**src/rtl/imm_gen_pipe_if.sv**
```systemverilog
// Handshake bundle for imm_gen_pipe: the instruction-in side and the immediate-out side.
// slave is the block itself; master is the upstream/downstream environment.
interface imm_gen_pipe_if #(
    parameter int unsigned XLEN  = 32,
    parameter int unsigned CNT_W = 16
) ();
    logic             in_valid;
    logic             in_ready;
    logic [31:0]      inst;
    logic [2:0]       op;
    logic             out_valid;
    logic             out_ready;
    logic [XLEN-1:0]  imm;
    logic             err;
    logic [CNT_W-1:0] issued_cnt;

    modport slave (
        input  in_valid, inst, op, out_ready,
        output in_ready, out_valid, imm, err, issued_cnt
    );

    modport master (
        output in_valid, inst, op, out_ready,
        input  in_ready, out_valid, imm, err, issued_cnt
    );
endinterface

```
**src/rtl/imm_gen_pipe.sv**
```systemverilog
// Pipelined immediate generator with a 2-entry output FIFO and an issued-immediate counter.
// Optional macro IMM_GEN_ZIMM_EN enables op=5 (CSR zimm); otherwise op=5 is reserved.
module imm_gen_pipe #(
    parameter int unsigned XLEN  = 32,
    parameter int unsigned CNT_W = 16
) (
    input logic          clk,
    input logic          rst,
    imm_gen_pipe_if.slave bus
);

    generate
        if (!(XLEN == 32 || XLEN == 64)) begin : g_bad_xlen
            $error("imm_gen_pipe: XLEN must be 32 or 64");
        end
    endgenerate

    logic [31:0]     imm32;
    logic            bad_op;
    logic [XLEN-1:0] imm_ext;
    logic            unused_opcode;

    assign unused_opcode = ^bus.inst[6:0];

    // Every format places its sign at bit 31 of imm32, so one sign-extension covers all.
    always_comb begin
        imm32  = '0;
        bad_op = 1'b0;
        case (bus.op)
            3'd0: imm32 = {{20{bus.inst[31]}}, bus.inst[31:20]};
            3'd1: imm32 = {{20{bus.inst[31]}}, bus.inst[31:25], bus.inst[11:7]};
            3'd2: imm32 = {{20{bus.inst[31]}}, bus.inst[7], bus.inst[30:25],
                           bus.inst[11:8], 1'b0};
            3'd3: imm32 = {bus.inst[31:12], 12'b0};
            3'd4: imm32 = {{12{bus.inst[31]}}, bus.inst[19:12], bus.inst[20],
                           bus.inst[30:21], 1'b0};
`ifdef IMM_GEN_ZIMM_EN
            3'd5: imm32 = {27'b0, bus.inst[19:15]};
`endif
            default: begin
                imm32  = '0;
                bad_op = 1'b1;
            end
        endcase
    end

    assign imm_ext = XLEN'(signed'(imm32));

    logic [XLEN-1:0]  mem_imm_q [2];
    logic             mem_err_q [2];
    logic             wptr_q;
    logic             rptr_q;
    logic [1:0]       count_q;
    logic [1:0]       count_d;
    logic             in_ready_q;
    logic [CNT_W-1:0] cnt_q;
    logic             push;
    logic             pop;

    // count guard keeps a stray push while full from corrupting the head entry.
    assign push = bus.in_valid && in_ready_q && (count_q != 2'd2);
    assign pop  = bus.out_ready && (count_q != 2'd0);

    always_comb begin
        count_d = count_q;
        case ({push, pop})
            2'b10:   count_d = count_q + 2'd1;
            2'b01:   count_d = count_q - 2'd1;
            default: count_d = count_q;
        endcase
    end

    always_ff @(posedge clk) begin
        if (rst) begin
            for (int i = 0; i < 2; i++) begin
                mem_imm_q[i] <= '0;
                mem_err_q[i] <= 1'b0;
            end
            wptr_q     <= 1'b0;
            rptr_q     <= 1'b0;
            count_q    <= 2'd0;
            in_ready_q <= 1'b0;
            cnt_q      <= '0;
        end else begin
            if (push) begin
                mem_imm_q[wptr_q] <= imm_ext;
                mem_err_q[wptr_q] <= bad_op;
                wptr_q            <= ~wptr_q;
            end
            if (pop) begin
                rptr_q <= ~rptr_q;
                cnt_q  <= cnt_q + CNT_W'(1);
            end
            count_q    <= count_d;
            in_ready_q <= (count_d != 2'd2);
        end
    end

    assign bus.in_ready   = in_ready_q;
    assign bus.out_valid  = (count_q != 2'd0);
    assign bus.imm        = bus.out_valid ? mem_imm_q[rptr_q] : '0;
    assign bus.err        = bus.out_valid ? mem_err_q[rptr_q] : 1'b0;
    assign bus.issued_cnt = cnt_q;

endmodule

```
**src/flat_wrapper.sv**
```systemverilog
// flat-port wrapper written by rule: the top's interface ports become plain ports
module imm_gen_pipe_flat 
#(
    parameter int unsigned XLEN  = 32,
    parameter int unsigned CNT_W = 16
)
  (clk, rst, bus_in_valid, bus_inst, bus_op, bus_out_ready, bus_in_ready, bus_out_valid, bus_imm, bus_err, bus_issued_cnt);
  imm_gen_pipe_if #(.XLEN(XLEN), .CNT_W(CNT_W)) bus_i ();
  input logic clk;
  input logic rst;
  input wire logic [$bits(bus_i.in_valid)-1:0] bus_in_valid;
  input wire logic [$bits(bus_i.inst)-1:0] bus_inst;
  input wire logic [$bits(bus_i.op)-1:0] bus_op;
  input wire logic [$bits(bus_i.out_ready)-1:0] bus_out_ready;
  output wire logic [$bits(bus_i.in_ready)-1:0] bus_in_ready;
  output wire logic [$bits(bus_i.out_valid)-1:0] bus_out_valid;
  output wire logic [$bits(bus_i.imm)-1:0] bus_imm;
  output wire logic [$bits(bus_i.err)-1:0] bus_err;
  output wire logic [$bits(bus_i.issued_cnt)-1:0] bus_issued_cnt;
  assign bus_i.in_valid = bus_in_valid;
  assign bus_i.inst = bus_inst;
  assign bus_i.op = bus_op;
  assign bus_i.out_ready = bus_out_ready;
  assign bus_in_ready = bus_i.in_ready;
  assign bus_out_valid = bus_i.out_valid;
  assign bus_imm = bus_i.imm;
  assign bus_err = bus_i.err;
  assign bus_issued_cnt = bus_i.issued_cnt;
  imm_gen_pipe #(.XLEN(XLEN), .CNT_W(CNT_W)) u_core (.clk(clk), .rst(rst), .bus(bus_i));
endmodule
```
**config.mk**
```make
export PLATFORM = sky130hd
export DESIGN_NAME = imm_gen_pipe_flat
export DESIGN_NICKNAME = d
export VERILOG_FILES = /design/src/rtl/imm_gen_pipe_if.sv /design/src/rtl/imm_gen_pipe.sv /design/src/flat_wrapper.sv
export SDC_FILE = /design/constraint.sdc
export NUM_CORES = 1
export LEC_CHECK = 0
export BUFFER_PORTS_ARGS = -buffer_cell sky130_fd_sc_hd__buf_4
export CAP_MARGIN = 5
export CORE_AREA = 2 2 96 89
export CTS_CLUSTER_DIAMETER = 80
export DETAILED_ROUTE_END_ITERATION = 8
export DIE_AREA = 0 0 98 91
export GPL_TIMING_DRIVEN = 0
export PLACE_DENSITY = 0.78
export REMOVE_ABC_BUFFERS = 1
export SYNTH_ARGS = -nofsm -noshare
export SYNTH_HDL_FRONTEND = slang
export SYNTH_SLANG_ARGS = --single-unit
```
**constraint.sdc**
```tcl
create_clock -name clk -period 2.89 [get_ports clk]
set_input_delay 0 -clock clk [delete_from_list [all_inputs] [get_ports clk]]
set_output_delay 0 -clock clk [all_outputs]
set_load 0.02 [all_outputs]
```
==> metrics.csv <==
metric,value,unit
status,"finished, final reports clean",
synth.largest_area_cell,edfxtp_1,
port_buffers,82,
path_clk_slew,0.09,ns
nets,525,
grt_setup_unrepaired,false,
setup_viol,0,
final_area,5280,sq um
vias_per_cell,5.61,
final_max_slew_viol_count,0,
grt_pass1_vias,3147,
tightest_slew,1.07,ns
drc,0,
grt_max_degree,35,
cts_setup_buffers,0,
num_rows,31,
place_inst,562,
whs_path_depth,2,
drive_above_1_share,23.3,%
core,7870,sq um
yosysSeqAreaShare,57.0,%
synth_seq_cells,88,
yosysWarnings,0,
mostFrequentLayoutCells,"nor2_1, buf_4, edfxtp_1",
max_slew_margin,28.9,%
vias,3301,
die_width,98,um
avgRoutedWirePerCell,16.1,um
fin_cells,588,
start_kind,flop,
grt_usage,21.5,%
clockRootBuffer,clkbuf_8,
globalplace.congestion,0.814,
crit_path_end_kind,flop,
post-route-util,67.1,%
finClkSkew,0.0100,ns
synth_area_leaders,"edfxtp_1, dfxtp_1, mux2i_1, nor2_1, a21oi_1",
start_util,54.0,%
clock-sinks,88,
power.density,664,nW/um^2
min_path_type,in -> reg,
cts_buffer_depth,2,
period_share,87.6,%
gr-total-overflow,0,
antenna_found_initial,0,
clock.fmax,395,MHz
final.setup.tns,0,ns
hold_violations,0,
clkLatencyLatePin,0.34,ns
worst_r2r_path_depth,4,
final_common_cell,nor2_1,
netlist_area,4250,sq um
synthCells,405,
cts_tree,built,
synth_top_area_share,46.6,%
cellLeakagePower,1.99,nW
die-area,8920,sq um
cp_max_fo,33,
htreeDepth,3,
criticalPathCategory,reg -> reg,
synth.avg_cell_area,10.5,sq um
placed_cell_area,4970,sq um
die_y,91,um
cts_buffers,9,
grt_pass1_wl,15400,um
irDropWorstVdd,354,uV
areaGrowthSynthToFinish,24.3,%
place_hpwl,6060,um
ys_types,39,
ios,90,
crit_required,2.87,ns
dr.pass1.iters,4,
first_iter_violations,201,
ant_nets,0,
wirelength,9450,um
worstPathArrival,2.51,ns
antennaDiodeCount,0,
layout_min_cycle_time,2.53,ns
max_cap_viol_count,0,
cell families (layout without fill, tap and decap cells):
group           after synthesis  count (layout)  share of synthesized area [%]
xor+xnor                     12              12                           2.47
fa+ha+maj                     3               3                          0.824
buf+inv                      30             113                           2.65
mux                          39              39                           9.33
compound gates               69              69                           9.69
flops                        88              88                           57.0
simple gates                164             165                           18.0
sequential cells by signal, summed over array words and instances, names as in the netlist, named ones only:
name and cells:
u_core.wptr_q 1, u_core.bus.in_ready 1, u_core.count_q 2, u_core.rptr_q 1, u_core.mem_imm_q 64, u_core.bus.issued_cnt 16, u_core.mem_err_q 2
per-layer routing:
metal	vias to the layer above	track usage, %	part of all wire, %
li1	1595	-	-
met1	1572	28.5	43
met2	126	36.6	50
met3	8	3.70	6.3
met4	0	5.90	0.80
met5	-	0	0
final timing paths:
check / from / to / slack, ns
min: rst / u_core.bus.issued_cnt[5]$_SDFFE_PP0P_ / 0.02
max reg2reg: u_core.count_q[0]$_SDFF_PP0_ / u_core.mem_imm_q[1][16]$_SDFFCE_PN0P_ / 0.36
min reg2reg: u_core.bus.issued_cnt[14]$_SDFFE_PP0P_ / u_core.bus.issued_cnt[14]$_SDFFE_PP0P_ / 0.50
max: u_core.count_q[0]$_SDFF_PP0_ / u_core.mem_imm_q[1][16]$_SDFFCE_PN0P_ / 0.36
critical path, cell delays in order, from the launching register on:
cell	delay, ns
dfxtp_1	0.56
nand2b_1	0.19
nand4b_1	0.60
buf_8	0.40
nand2b_4	0.40
what timing repair did:
| item | in CTS | in global routing |
|---|---|---|
| hold buffers | 9 | 0 |
| setup endpoints to repair | 0 | 34 |
| resized for setup | 0 | 1 |
| hold endpoints to repair | 16 | 0 |
cell type report:
class                      instances  area (sq um)
inverter                           3          11.3
multi-input combinational        288          1750
fill                             629          2590
tap                               99           124
sequential                        88          2420
timing repair buffer              94           761
clock inverter                     4          50.0
clock buffer                      12           164
cells in the mapped netlist (all sizes together):
master	count
o21ai	5
nand4b	1
a21oi	45
o21bai	1
a21o	2
nand3	5
a31o	1
edfxtp	66
o31ai	1
o22a	7
and2	14
nor3	3
xnor2	7
nor4	4
nand4	3
dfxtp	22
or3	6
mux2i	34
nand2b	4
and4	1
a221oi	1
nand2	23
nor2b	11
o211ai	1
inv	3
xor2	5
buf	6
clkbuf	21
and3b	1
o32a	1
ha	2
maj3	1
a22oi	4
or4bb	1
nor4b	1
or4	1
mux2	5
nor2	85
stage by stage:
| stage | power [mW] | hold WS [ns] | setup WS (ns) |
|---|---|---|---|
| 2_1_floorplan | 2.19 | 0.0691 | -0.216 |
| 3_3_place_gp | 2.56 | 0.304 | -0.989 |
| 3_5_place_dp | 2.60 | 0.301 | 0.153 |
| 4_1_cts | 3.50 | 0.000853 | 0.128 |
| 5_1_grt | 3.67 | 0.0128 | 0.170 |
| 6_report | 3.51 | 0.0190 | 0.358 |
where the power goes:
group | internal (mW) | switching (mW)
clock | 0.473 | 0.427
sequential | 1.48 | 0.0948
combinational | 0.418 | 0.612
Power figures use the tool's default switching activity.
